==> config.mk <==
export PLATFORM = sky130hd
export DESIGN_NAME = fifo_read_arbiter
export DESIGN_NICKNAME = d
export VERILOG_FILES = /design/src/rtl/fifo_read_arb_pkg.sv /design/src/rtl/fifo_read_arbiter_rr_arb_pick.sv /design/src/rtl/fifo_read_arbiter.sv
export SDC_FILE = /design/constraint.sdc
export NUM_CORES = 1
export LEC_CHECK = 0
export BUFFER_PORTS_ARGS = -buffer_cell sky130_fd_sc_hd__buf_4
export CAP_MARGIN = 20
export CORE_ASPECT_RATIO = 1.5
export CORE_MARGIN = 1
export CORE_UTILIZATION = 47
export CTS_BUF_LIST = sky130_fd_sc_hd__clkbuf_16
export DETAILED_ROUTE_END_ITERATION = 16
export GPL_TIMING_DRIVEN = 0
export PLACE_DENSITY = 0.75
export SYNTH_ARGS = -nofsm -noshare
export SYNTH_HDL_FRONTEND = slang
export SYNTH_HIERARCHICAL = 1
export SYNTH_SLANG_ARGS = --single-unit
==> constraint.sdc <==
create_clock -name i_clk -period 1.7 [get_ports i_clk]
set_input_delay 0.085 -clock i_clk [delete_from_list [all_inputs] [get_ports i_clk]]
set_output_delay 0.085 -clock i_clk [all_outputs]
set_load 0.05 [all_outputs]
==> src/rtl/fifo_read_arb_pkg.sv <==
// Shared types, default parameters and sizing helper for the FIFO read arbiter.
package fifo_read_arb_pkg;

  typedef enum logic [1:0] {
    IDLE  = 2'd0,
    READ  = 2'd1,
    DRAIN = 2'd2
  } state_t;

  localparam int DEF_N_REQ     = 4;
  localparam int DEF_DW        = 8;
  localparam int DEF_BURST_MAX = 4;
  localparam int DEF_RD_LAT    = 1;

  function automatic int cnt_width(input int burst_max);
    return $clog2(burst_max + 1);
  endfunction

endpackage

==> src/rtl/fifo_read_arbiter_rr_arb_pick.sv <==
// Combinational round-robin picker: rotate requests by ptr, take lowest set bit,
// rotate the result back into absolute index space.
module rr_arb_pick #(
  parameter int N_REQ = 4,
  parameter int IW    = 2
) (
  input  logic [N_REQ-1:0] req_i,
  input  logic [IW-1:0]    ptr_i,
  output logic [N_REQ-1:0] gnt_o,
  output logic [IW-1:0]    idx_o
);

  logic [N_REQ-1:0] rot;
  logic [IW:0]      j;
  logic [IW-1:0]    off;
  logic [IW:0]      sum;

  always_comb begin
    rot = '0;
    j   = '0;
    for (int i = 0; i < N_REQ; i++) begin
      j = {1'b0, ptr_i} + (IW+1)'(i);
      if (j >= (IW+1)'(N_REQ)) j = j - (IW+1)'(N_REQ);
      rot[i] = req_i[j[IW-1:0]];
    end

    off = '0;
    for (int i = N_REQ - 1; i >= 0; i--) begin
      if (rot[i]) off = IW'(i);
    end

    sum = {1'b0, ptr_i} + {1'b0, off};
    if (sum >= (IW+1)'(N_REQ)) sum = sum - (IW+1)'(N_REQ);
    idx_o = sum[IW-1:0];
    gnt_o = (|req_i) ? (N_REQ'(1) << idx_o) : '0;
  end

endmodule

==> src/rtl/fifo_read_arbiter.sv <==
// Round-robin burst arbiter sharing one FIFO read port among N_REQ requesters.
// Optional FIFO_READ_ARB_PRIO0_EN: requester 0 pre-empts the rotation in IDLE.
module fifo_read_arbiter
  import fifo_read_arb_pkg::*;
#(
  parameter int N_REQ     = DEF_N_REQ,
  parameter int DW        = DEF_DW,
  parameter int BURST_MAX = DEF_BURST_MAX,
  parameter int RD_LAT    = DEF_RD_LAT
) (
  input  logic             i_clk,
  input  logic             i_rest,
  input  logic [N_REQ-1:0] i_req,
  input  logic             i_empty,
  input  logic [DW-1:0]    i_rdata,
  output logic             o_ren,
  output logic [N_REQ-1:0] o_gnt,
  output logic [N_REQ-1:0] o_rvalid,
  output logic [DW-1:0]    o_rdata,
  output logic             o_busy
);

  localparam int IW = $clog2(N_REQ);
  localparam int CW = cnt_width(BURST_MAX);

  state_t                    state_q, state_d;
  logic [N_REQ-1:0]          gnt_q, gnt_d;
  logic [IW-1:0]             win_q, win_d;
  logic [IW-1:0]             ptr_q, ptr_d;
  logic [CW-1:0]             cnt_q, cnt_d;
  logic [1:0]                dcnt_q, dcnt_d;
  logic                      ren;
  logic [N_REQ-1:0]          pick_gnt;
  logic [IW-1:0]             pick_idx;
  logic [RD_LAT-1:0]         pv_q;
  logic [RD_LAT-1:0][IW-1:0] pi_q;

  rr_arb_pick #(.N_REQ(N_REQ), .IW(IW)) u_pick (
    .req_i (i_req),
    .ptr_i (ptr_q),
    .gnt_o (pick_gnt),
    .idx_o (pick_idx)
  );

  always_comb begin
    state_d = state_q;
    gnt_d   = gnt_q;
    win_d   = win_q;
    ptr_d   = ptr_q;
    cnt_d   = cnt_q;
    dcnt_d  = dcnt_q;
    ren     = 1'b0;
    case (state_q)
      IDLE: begin
        if ((|i_req) && !i_empty) begin
          state_d = READ;
          cnt_d   = '0;
`ifdef FIFO_READ_ARB_PRIO0_EN
          if (i_req[0]) begin
            win_d = '0;
            gnt_d = N_REQ'(1);
          end else begin
            win_d = pick_idx;
            gnt_d = pick_gnt;
          end
`else
          win_d = pick_idx;
          gnt_d = pick_gnt;
`endif
        end
      end
      READ: begin
        // No read is launched while reset is asserted: its data would be discarded.
        ren = i_req[win_q] & ~i_empty & ~i_rest;
        if (ren) cnt_d = cnt_q + CW'(1);
        if (!ren || cnt_q == CW'(BURST_MAX - 1)) begin
          state_d = DRAIN;
          dcnt_d  = '0;
        end
      end
      DRAIN: begin
        if (dcnt_q == 2'(RD_LAT - 1)) begin
          state_d = IDLE;
          gnt_d   = '0;
`ifdef FIFO_READ_ARB_PRIO0_EN
          if (win_q != '0)
            ptr_d = (win_q == IW'(N_REQ - 1)) ? '0 : win_q + IW'(1);
`else
          ptr_d = (win_q == IW'(N_REQ - 1)) ? '0 : win_q + IW'(1);
`endif
        end else begin
          dcnt_d = dcnt_q + 2'd1;
        end
      end
      default: state_d = IDLE;
    endcase
  end

  always_ff @(posedge i_clk) begin
    if (i_rest) begin
      state_q <= IDLE;
      gnt_q   <= '0;
      win_q   <= '0;
      ptr_q   <= '0;
      cnt_q   <= '0;
      dcnt_q  <= '0;
    end else begin
      state_q <= state_d;
      gnt_q   <= gnt_d;
      win_q   <= win_d;
      ptr_q   <= ptr_d;
      cnt_q   <= cnt_d;
      dcnt_q  <= dcnt_d;
    end
  end

  // Latency pipe: (read issued, owner index), RD_LAT stages deep.
  always_ff @(posedge i_clk) begin
    if (i_rest) begin
      pv_q <= '0;
      pi_q <= '0;
    end else begin
      pv_q[0] <= ren;
      pi_q[0] <= win_q;
      for (int i = 1; i < RD_LAT; i++) begin
        pv_q[i] <= pv_q[i-1];
        pi_q[i] <= pi_q[i-1];
      end
    end
  end

  genvar gi;
  generate
    for (gi = 0; gi < N_REQ; gi++) begin : g_rvalid
      assign o_rvalid[gi] = pv_q[RD_LAT-1] & (pi_q[RD_LAT-1] == IW'(gi)) & ~i_rest;
    end
  endgenerate

  assign o_ren   = ren;
  assign o_gnt   = gnt_q;
  assign o_rdata = i_rdata;
  assign o_busy  = (state_q != IDLE);

endmodule

==> results of run 1 <==
[power by group through the flow]
stage | Sequential [W] | Clock, W | Combinational [W]
6_report | 0.000456 | 0.000467 | 0.000334
5_1_grt | 0.000458 | 0.000489 | 0.000357
4_1_cts | 0.000456 | 0.000472 | 0.000328
3_5_place_dp | 0.000465 | 0 | 0.000305
3_3_place_gp | 0.000464 | 0 | 0.000299
2_1_floorplan | 0.000480 | 0 | 0.000209
[placed cells by master (no fill, tap or decap), drive strengths merged, types with 2 or more instances in the layout]
cell	instances
or3	2
nor4bb	2
inv	6
nand2	9
clkbuf	5
nand3	9
buf	39
nor2b	5
dfxtp	18
nand2b	4
nor2	4
a221o	3
nand3b	2
nor3	2
ha	5
xnor2	2
nor4b	2
and2	2
o21ai	2
a32oi	2
a21oi	13
nor4	2
mux2i	7
o211ai	5
or2	2
[per-layer routing]
layer / vias up / track usage (%)
li1: 558 / -
met1: 522 / 20.6
met2: 24 / 40.8
met3: 5 / 1.65
met4: 0 / 11.4
met5: - / 0
[worst paths after layout]
check	endpoint	startpoint	cells after the start	slack, ps
setup / recovery	o_gnt[1]	ptr_q[1]	10	-120
hold / removal	dcnt_q[1]	i_rest	3	160
setup reg to reg	o_gnt[1]	ptr_q[1]	10	-120
hold reg to reg	dcnt_q[1]	dcnt_q[1]	2	470
[Yosys cell counts, drive strengths merged]
cell | n | area share [%]
dfxtp | 18 | 29
and2 | 2 | 0.99
o21ai | 2 | 0.80
a32oi | 2 | 3.5
or4bb | 1 | 0.89
nand2 | 9 | 2.7
or3 | 2 | 0.99
or3b | 1 | 0.70
o211ai | 5 | 3.0
nand2b | 4 | 2.0
inv | 6 | 1.8
ha | 5 | 5.0
nor2b | 5 | 2.5
nor4b | 2 | 2.6
o2bb2ai | 1 | 0.70
or4 | 1 | 0.89
and2b | 1 | 0.60
buf | 13 | 7.9
or4b | 1 | 0.80
xnor2 | 2 | 1.4
nor4 | 2 | 0.99
o22ai | 1 | 1.6
and4b | 1 | 0.80
nor3 | 2 | 1.2
o21a | 1 | 0.60
a2bb2oi | 1 | 0.70
mux2i | 7 | 5.6
nand3b | 2 | 1.2
nor4bb | 2 | 1.6
a221o | 3 | 2.4
nor2 | 4 | 1.2
xor2 | 1 | 0.70
mux4 | 1 | 1.8
a21oi | 13 | 5.2
nand3 | 9 | 3.6
or2 | 2 | 0.99
mux2 | 1 | 1.2
clkbuf | 2 | 0.60
[cells by family after synthesis]
group / count (synthesis) / synth area share, %
AND/OR/NAND/NOR: 53 / 27.1
AO/OA/AOI/OAI: 29 / 18.4
buffers and inverters: 21 / 10.2
flip-flops: 18 / 28.6
multiplexers: 9 / 8.55
adder cells (fa/ha/maj): 5 / 4.97
XOR/XNOR: 3 / 2.09
[through the flow]
step	std cells	setup WS, ps	setup TNS (ps)	utilization [%]	hold slack [ps]
floorplan	138	-298	-596	-	265
global placement	198	-116	-433	60.9	415
detailed placement	198	-157	-606	60.9	419
CTS	204	-168	-560	66.8	163
global route	203	-253	-997	67.7	215
finish	203	-116	-333	67.7	159
[worst min-delay path, cell delays in order]
cell and delay (ps):
buf_4 110, nand2b_1 100, mux2i_1 60
[cell type report]
type | instances | area [um2]
Clock buffer | 3 | 75.1
Fill cell | 219 | 810
Inverter | 6 | 22.5
Tap cell | 36 | 45.0
Buffer | 14 | 98.8
Sequential cell | 18 | 369
Timing Repair Buffer | 27 | 215
Multi-Input combinational cell | 99 | 870
[flip-flops by register name, summed over array words and instances (netlist names)]
name and flops:
dcnt_q 2, ptr_q 2, pv_q 1, cnt_q 3, win_q 2, pi_q 2
o_gnt 4, state_q 2
[timing repair]
item / 4_1_cts / 5_1_grt
pin swaps: 4 / 9
setup endpoints to repair: 7 / 11
resized for setup: 8 / 9
setup buffers: 3 / 0
==> summary.md, run 1 <==
| Metric | Value |
|---|---|
| Setup ws final | -116 ps |
| Crit-path slowest cell | dfxtp_4 |
| Met2 WL | between 1500 and 2000 um |
| Critical path's top delay family | compound AO/OA/AOI/OAI gates |
| Period utilisation layout | 107% |
| Total power | between 0.001 and 0.0015 W |
| Worst Path Max Fanout | 6 |
| CP Launch Type | register |
| Worst Hold Class | input port to register |
| Cell Area, Synth | approximately 1300 um2 |
| Routed len/inst | approximately 14 um |
| Syn Nets | 158 |
| Port buffer count | 24 |
| Combinational share of power | roughly a quarter |
| Starting Density | about 50% |
| Fmax | about 0.55 GHz |
| Failing checks | design-rule violations, negative setup slack |
| Reg power frac | 36.3% |
| Core ar. | 2500 um2 |
| Synth warnings | 6 |
| Detailed Route WL | between 2000 and 3000 um |
| Area growth, synth to finish | 34.7% |
| Syn Inst Count | approximately 140 |
| CP Data Arrival Time | 2000 ps |
| Clock Skew | ~1.7 ps |
| Mean Syn Cell Area | about 9.1 um2 |
| CTS tree | yes |
| Post-route ant nets | 0 |
| Max Cap Viol | 0 |
| Worst Setup End Kind | register |
| Clk Latency, worst-skew pair | between 200 and 300 ps |
| Worst EP required | ~1900 ps |
| Top sig layer | met4 |
| Final Hold Fails | 0 |
| Lkg Pwr | 0.642 nW |
| Status | complete, but fails checks |
| Initial antenna violation count | 0 |
| First-pass iteration count of the detailed router | 9 |
| Clk root buf | clkbuf_16 |
| Vias | approximately 1100 |
| Cell variety after synth | between 40 and 50 |
| Bufs and invs on worst path | 0 |
| # DRC | 3 |
| Minimum clock period | approximately 1800 ps |
| DR WL met3 | between 80 and 90 um |
| Post-synthesis sequential area ratio | about 29% |
| Setup-failing EPs final | 4 |
| Avg Vias per Cell | roughly 5.5 |
| Hold buffer count at CTS | 0 |
| Share of layout cells above drive strength 1 | about two fifths |
| Die area | around 2900 um2 |
| Cell area after layout | around 1700 um2 |
| CP peak stage delay | 390 ps |
| Clk sink count | 18 |
| Ant diodes | 0 |
| CTS H-tree lvls | 1 |
| First DRT Iteration DRCs | 28 |
| First-pass GRT wire length | approximately 4500 um |
| Slew headroom | about 48% |
| CTS Buf Count | 3 |
| Largest net degree at the start of global routing | 11 |
| # rows | 22 |
| Die width | roughly 44 um |
| Pwr per Cell Area | roughly 740 nW/um2 |
| WS Path Type | register to register |
| Cell mode on critical path | nand2_2 |
| GRT overflow | 0 |
| Clock-pin transition on the worst setup and hold timing paths | around 50 ps |
| Clock power frac | a little under two fifths |
| Global Route Usage Sum | a little over a fifth |
| M1 wire length | approximately 1100 um |
| Register bit total from synthesis | 18 |
| Cell Area, Placed | around 1500 um2 |
| Worst Tran Pin Value | around 780 ps |
| Net Sw Frac | a little under 30% |
| NetSw | ~0.00037 W |
| Nets | approximately 190 |
| Ports | 33 |
| Deepest clock path buffer count | 2 |
| Pint | between 0.0008 and 0.0009 W |
| RSZ-0062 raised after global routing | true |
| Number of global-route vias before repair | roughly 1100 |
| Die Y | between 60 and 70 um |
| GP Congestion | around 0.70 |
| Peak VDD IR | slightly below 0.7 mV |
| Max Slew Vio Count | 0 |
| HPWL Detailed | ~2000 um |
| Crit path cell chain | nand2_2 -> a21oi_2 -> o2bb2ai_1 -> o21a_1 -> ha_4 -> nor2b_4 -> nand2_2 -> mux2i_1 -> nand3_1 -> a21oi_1 |
No activity file was read; power rests on OpenSTA's default activity.
==> run 2: changes to the inputs <==
PLACE_DENSITY = 0.79   (was 0.75)
==> summary.md, run 2 (synthesized netlist as in run 1, its figures left out) <==
| Metric | Value |
|---|---|
| Met2 WL | 1610 um (was 1620 um) |
| Clk sink count | 18 (unchanged) |
| Post-route ant nets | 0 (unchanged) |
| Area growth, synth to finish | 34.1% (was 34.7%) |
| Largest net degree at the start of global routing | 11 (unchanged) |
| Slew headroom | 44.6% (was 47.6%) |
| Detailed Route WL | 2830 um (was 2840 um) |
| Peak VDD IR | 0.608 mV (was 0.693 mV) |
| Setup ws final | -95.8 ps (was -116 ps) |
| Starting Density | 50.2% (unchanged) |
| HPWL Detailed | 2070 um (was 1970 um) |
| GP Congestion | 0.707 (was 0.698) |
| WS Path Type | register to register (unchanged) |
| Setup-failing EPs final | 5 (was 4) |
| Clock Skew | 1.60 ps (was 1.67 ps) |
| Global Route Usage Sum | 20.9% (was 21.0%) |
| Footprint of the multi-input gates | 843 um2 (was 870 um2) |
| Port buffer count | 24 (unchanged) |
| First-pass iteration count of the detailed router | 10 (was 9) |
| M1 wire length | 1080 um (was 1060 um) |
| Die width | 44.3 um (unchanged) |
| Number of global-route vias before repair | 1080 (was 1075) |
| Fmax | 0.557 GHz (was 0.551 GHz) |
| Max Slew Vio Count | 0 (unchanged) |
| Avg Vias per Cell | 5.57 (was 5.46) |
| Ports | 33 (unchanged) |
| Routed len/inst | 13.6 um (was 14.0 um) |
| CP Data Arrival Time | 1970 ps (was 2000 ps) |
| # rows | 22 (unchanged) |
| Status | complete, but fails checks (unchanged) |
| Minimum clock period | 1800 ps (was 1820 ps) |
| Clock-pin transition on the worst setup and hold timing paths | 50 ps (about the same) |
| Max Cap Viol | 0 (unchanged) |
| Worst Hold Class | input port to register (unchanged) |
| Crit path cell chain | nand2_2 -> a21oi_2 -> o2bb2ai_1 -> o21a_1 -> ha_4 -> xnor2_4 -> buf_4 -> xnor2_1 -> nand3_1 -> a21oi_1 (was nand2_2 -> a21oi_2 -> o2bb2ai_1 -> o21a_1 -> ha_4 -> nor2b_4 -> nand2_2 -> mux2i_1 -> nand3_1 -> a21oi_1) |
| Top sig layer | met4 (unchanged) |
| RSZ-0062 raised after global routing | true (unchanged) |
| Ant diodes | 0 (unchanged) |
| CTS Buf Count | 3 (unchanged) |
| Register area | 367 um2 (was 369 um2) |
| Largest register FFs | 4 (unchanged) |
| CP Launch Type | register (unchanged) |
| Worst Path Max Fanout | 6 (unchanged) |
| Clk root buf | clkbuf_16 (unchanged) |
| First DRT Iteration DRCs | 27 (was 28) |
| Commonest non-fill, non-tap cell in the layout | buf_4 (unchanged) |
| Initial antenna violation count | 0 (unchanged) |
| Cell Area, Placed | 1530 um2 (unchanged) |
| Period utilisation layout | 106% (was 107%) |
| Die area | 2890 um2 (unchanged) |
| Share of layout cells above drive strength 1 | 40.7% (was 41.3%) |
| Vias | 1158 (was 1109) |
| DR WL met3 | 63 um (was 86 um) |
| Worst Tran Pin Value | 824 ps (was 779 ps) |
| Nets | 193 (was 189) |
| Pwr per Cell Area | 750 nW/um2 (was 741 nW/um2) |
| Failing checks | design-rule violations, negative setup slack (unchanged) |
| Bufs and invs on worst path | 1 (was 0) |
| CTS H-tree lvls | 1 (unchanged) |
| Lkg Pwr | 0.655 nW (was 0.642 nW) |
| Total power | 0.00127 W (was 0.00126 W) |
| Clk Latency, worst-skew pair | 250 ps (about the same) |
| Commonest non-fill, non-tap cells in the layout | buf_4, dfxtp_1, a21oi_1 (was buf_4, dfxtp_1, a21oi_1, nand3_1, mux2i_1) |
| Core ar. | 2500 um2 (unchanged) |
| CTS tree | yes (unchanged) |
| # DRC | 2 (was 3) |
| First-pass GRT wire length | 4530 um (about the same) |
| Final Hold Fails | 0 (unchanged) |
| Die Y | 65.4 um (unchanged) |
| GRT overflow | 0 (unchanged) |
| Crit-path slowest cell | dfxtp_4 (unchanged) |
| Deepest clock path buffer count | 2 (unchanged) |
| Worst EP required | 1880 ps (about the same) |
| Worst Setup End Kind | register (unchanged) |
| Cell area after layout | 1690 um2 (was 1700 um2) |
| Critical path's top delay family | compound AO/OA/AOI/OAI gates (unchanged) |
| CP peak stage delay | 380 ps (was 390 ps) |
| Filler instances | 202 (was 219) |
| Hold_ws | 171 ps (was 159 ps) |
run 2: cell types whose count changed in the layout (fill, tap and decap cells not counted), sizes merged:
cell	previous run	this run
buf	39	43
clkinv	0	1
run 2: report_power, final:
part	internal (W)	switching [W]
logic	0.000142	0.000189
registers	0.000438	0.0000183
clock network	0.000313	0.000164
total	0.000893	0.000372
run 2: path summary, 6_finish.rpt:
check,startpoint,to,slack (ps),depth (start not counted)
worst max-delay path,ptr_q[1],win_q[1],-100,10
worst min-delay path,i_rest,dcnt_q[1],170,3
worst max register to register,ptr_q[1],win_q[1],-100,10
worst min register to register,dcnt_q[1],dcnt_q[1],480,2
run 2: worst register-to-register path, delay by kind of cell (launching register included):
kind                     cells  cell delay (ps)
AO/OA/AOI/OAI                4              540
XOR/XNOR                     2              300
adder cells (fa/ha/maj)      1              200
buffers and inverters        1              150
flip-flops                   1              380
AND/OR/NAND/NOR              2              150
run 2: per-layer routing:
metal	global-route usage, %	vias to the layer above
met1	21.2	559
met3	1.92	7
met2	40.1	25
met4	10.6	0
li1	-	567
met5	0	-
run 2: metrics by stage:
step	setup WS [ps]	utilization, %	setup TNS (ps)	cells
after floorplan	-298	-	-596	138
after global routing	-222	67.4	-1010	208
after global placement	-111	60.9	-424	198
after detailed placement	-199	60.9	-788	198
after CTS	-129	67.4	-560	208
final	-95.8	67.4	-360	208
run 2: layout make-up:
| type | count | area share [%] |
|---|---|---|
| Buffer | 14 | 5.86 |
| Inverter | 6 | 1.33 |
| Clock buffer | 3 | 4.45 |
| Timing Repair Buffer | 31 | 13.8 |
| Clock inverter | 1 | 0.222 |
| Sequential cell | 18 | 21.7 |
| Tap cell | 36 | 2.67 |
| Multi-Input combinational cell | 99 | 50.0 |
run 2: repair_timing:
item / 4_1_cts / 5_1_grt
gates resized for setup: 9 / 3
endpoints found under the hold margin: 0 / 0
pin swaps: 9 / 3
endpoints found under the setup margin: 7 / 5
hold buffers: 0 / 0
setup buffers: 6 / 1
==> run 3: changes to the inputs <==
CELL_PAD_IN_SITES_DETAIL_PLACEMENT = 0   (was not set)
CELL_PAD_IN_SITES_GLOBAL_PLACEMENT = 2   (was not set)
CORE_UTILIZATION = 28   (was 47)
==> summary.md, run 3 (synthesized netlist as in run 1, its figures left out) <==
| Metric | Value |
|---|---|
| Max Slew Vio Count | 0 (unchanged) |
| Net Sw Frac | 28.5% (was 29.4%) |
| Hold buffer count at CTS | 0 (unchanged) |
| CTS tree | yes (unchanged) |
| Post-route ant nets | 0 (unchanged) |
| Setup-failing EPs final | 4 (was 5) |
| Worst Hold Endpoint | dcnt_q[0] (was dcnt_q[1]) |
| Cell mode on critical path | nand2_2 |
| Status | complete, but fails checks (unchanged) |
| Max Cap Viol | 0 (unchanged) |
| Clock-pin transition on the worst setup and hold timing paths | 50 ps (about the same) |
| Crit path cell chain | buf_8 -> nand2_2 -> a21oi_2 -> o2bb2ai_2 -> o21a_1 -> ha_4 -> nor2b_4 -> nand2_2 -> mux2i_1 -> nand3_1 -> a21oi_1 (was nand2_2 -> a21oi_2 -> o2bb2ai_1 -> o21a_1 -> ha_4 -> xnor2_4 -> buf_4 -> xnor2_1 -> nand3_1 -> a21oi_1) |
| CP Data Arrival Time | 2040 ps (was 1970 ps) |
| Worst Hold Class | input port to register (unchanged) |
| NetSw | 0.000354 W (was 0.000372 W) |
| HP Start | i_rest (unchanged) |
| Share of layout cells above drive strength 1 | 41.5% (was 40.7%) |
| TNS Setup | -530 ps (was -360 ps) |
| Fin util | 40.0% (was 67.4%) |
| First-pass iteration count of the detailed router | 10 (unchanged) |
| Die area | 4770 um2 (was 2890 um2) |
| CP peak stage delay | 340 ps (was 380 ps) |
| Final Hold Fails | 0 (unchanged) |
| Lkg Pwr | 0.659 nW (was 0.655 nW) |
| Die width | 56.7 um (was 44.3 um) |
| Capturing point of the worst reg2reg path | o_gnt[1] (was win_q[1]) |
| Pwr per Cell Area | 725 nW/um2 (was 750 nW/um2) |
| Starting Density | 29.4% (was 50.2%) |
| Met1 Usage GRT | 13.5% (was 21.2%) |
| Commonest non-fill, non-tap cells in the layout | buf_4, dfxtp_1, a21oi_1 (unchanged) |
| Initial antenna violation count | 0 (unchanged) |
| Clk root buf | clkbuf_16 (unchanged) |
| Clk sink count | 18 (unchanged) |
| GR Util met2 | 23.8% (was 40.1%) |
| Commonest non-fill, non-tap cell in the layout | buf_4 (unchanged) |
| Routed len/inst | 13.4 um (was 13.6 um) |
| Crit-path slowest cell | dfxtp_2 (was dfxtp_4) |
| Worst Setup End Kind | register (unchanged) |
| Hold_ws | 158 ps (was 171 ps) |
| Fmax | 0.537 GHz (was 0.557 GHz) |
| Grt peak-use layer | met2 (unchanged) |
| Combinational share of power | 26.5% (was 26.2%) |
| Worst r2r src | ptr_q[1] (unchanged) |
| GRT met3 Usage | 1.71% (was 1.92%) |
| Worst EP required | 1880 ps (about the same) |
| # DRC | 2 (unchanged) |
| Die Y | 84.1 um (was 65.4 um) |
| Clock power frac | 36.7% (was 37.7%) |
| CP Launch Type | register (unchanged) |
| DP Worst Slack | -196 ps (was -199 ps) |
| Pint | 0.000888 W (was 0.000893 W) |
| Failing checks | design-rule violations, negative setup slack (unchanged) |
| Vias | 1118 (was 1158) |
| Largest register FFs | 4 (unchanged) |
| Global Route Usage Sum | 12.6% (was 20.9%) |
| Core ar. | 4280 um2 (was 2500 um2) |
| First DRT Iteration DRCs | 29 (was 27) |
| First-pass GRT wire length | 4790 um (was 4530 um) |
| Clock Skew | 1.44 ps (was 1.60 ps) |
| Reg2Reg Depth | 11 (was 10) |
| Setup ws final | -161 ps (was -95.8 ps) |
| Worst hold path stage count | 3 (unchanged) |
| Slew headroom | 45.3% (was 44.6%) |
| Area growth, synth to finish | 36.0% (was 34.1%) |
| GRT overflow | 0 (unchanged) |
| Detailed Route WL | 2920 um (was 2830 um) |
| Critical path's top delay family | compound AO/OA/AOI/OAI gates (unchanged) |
| Total power | 0.00124 W (was 0.00127 W) |
| RSZ-0062 raised after global routing | true (unchanged) |
| CTS H-tree lvls | 1 (unchanged) |
| Reg power frac | 36.8% (was 36.1%) |
| Number of global-route vias before repair | 1064 (was 1080) |
| Clk Latency, worst-skew pair | 240 ps (was 250 ps) |
| CTS Buf Count | 3 (unchanged) |
| WS Path Type | register to register (unchanged) |
| Ant diodes | 0 (unchanged) |
| Period utilisation layout | 109% (was 106%) |
| Port buffer count | 24 (unchanged) |
| HPWL Detailed | 2280 um (was 2070 um) |
| Setup crit start | ptr_q[1] (unchanged) |
| Ports | 33 (unchanged) |
| R2R Setup Slk | -160 ps (was -100 ps) |
| Largest net degree at the start of global routing | 11 (unchanged) |
| Worst Tran Pin Value | 814 ps (was 824 ps) |
| # rows | 29 (was 22) |
| Deepest clock path buffer count | 2 (unchanged) |
| Bufs and invs on worst path | 1 (unchanged) |
| GP Congestion | 0.778 (was 0.707) |
| Minimum clock period | 1860 ps (was 1800 ps) |
| Avg Vias per Cell | 5.15 (was 5.57) |
| Worst Path Max Fanout | 5 (was 6) |
| Peak VDD IR | 0.404 mV (was 0.608 mV) |
| Nets | 193 (unchanged) |
[run 3: changes by cell type in the layout (fill, tap and decap cells not counted), sizes merged]
cell | previous run | this run
clkinv | 1 | 0
[run 3: worst min-delay path: cells and delay by family]
family	cells	cell delay, ps
AND/OR/NAND/NOR	1	100
buffers and inverters	1	120
multiplexers	1	50
[run 3: repair_timing]
item / 4_1_cts / 5_1_grt
gates resized for setup: 9 / 4
pin swaps: 9 / 3
setup endpoints to repair: 6 / 9
buffers inserted: 5 / 1
[run 3: per-layer routing]
| metal | up-vias | wire [um] |
|---|---|---|
| met1 | 530 | 1110 |
| li1 | 565 | - |
| met3 | 4 | 92 |
| met4 | 0 | 29 |
| met2 | 19 | 1690 |
| met5 | - | 0 |
[run 3: per-stage QoR]
| step | instances | area, um2 |
|---|---|---|
| floorplan | 138 | 1300 |
| global placement | 208 | 1540 |
| detailed placement | 208 | 1540 |
| CTS | 216 | 1690 |
| global route | 217 | 1710 |
| finish | 217 | 1710 |
[run 3: power groups by stage]
| stage | sequential, W | combinational (W) | clock (W) |
|---|---|---|---|
| global route | 0.000459 | 0.000354 | 0.000493 |
| floorplan | 0.000480 | 0.000209 | 0 |
| finish | 0.000456 | 0.000329 | 0.000456 |
| detailed placement | 0.000466 | 0.000308 | 0 |
| global placement | 0.000464 | 0.000303 | 0 |
| CTS | 0.000457 | 0.000328 | 0.000469 |
[run 3: final cells by class]
| cell class | instances | area (um2) |
|---|---|---|
| fillers | 431 | 2570 |
| repair buffers | 30 | 225 |
| multi-input cells | 99 | 852 |
| flip-flops and latches | 18 | 365 |
| plain buffers | 15 | 114 |
| well taps | 46 | 57.6 |
| inverters | 6 | 22.5 |
| clock buffers | 3 | 75.1 |
[run 3: how the worst max path moves through the flow]
| stage | endpoint | slack [ps] | cells after the start |
|---|---|---|---|
| 2_1_floorplan | o_rvalid[2] | -300 | 1 |
| 3_3_place_gp | o_gnt[2] | -150 | 11 |
| 3_5_place_dp | o_gnt[2] | -200 | 11 |
| 4_1_cts | o_gnt[1] | -130 | 11 |
| 5_1_grt | o_gnt[1] | -270 | 11 |
| 6_report | o_gnt[1] | -160 | 11 |
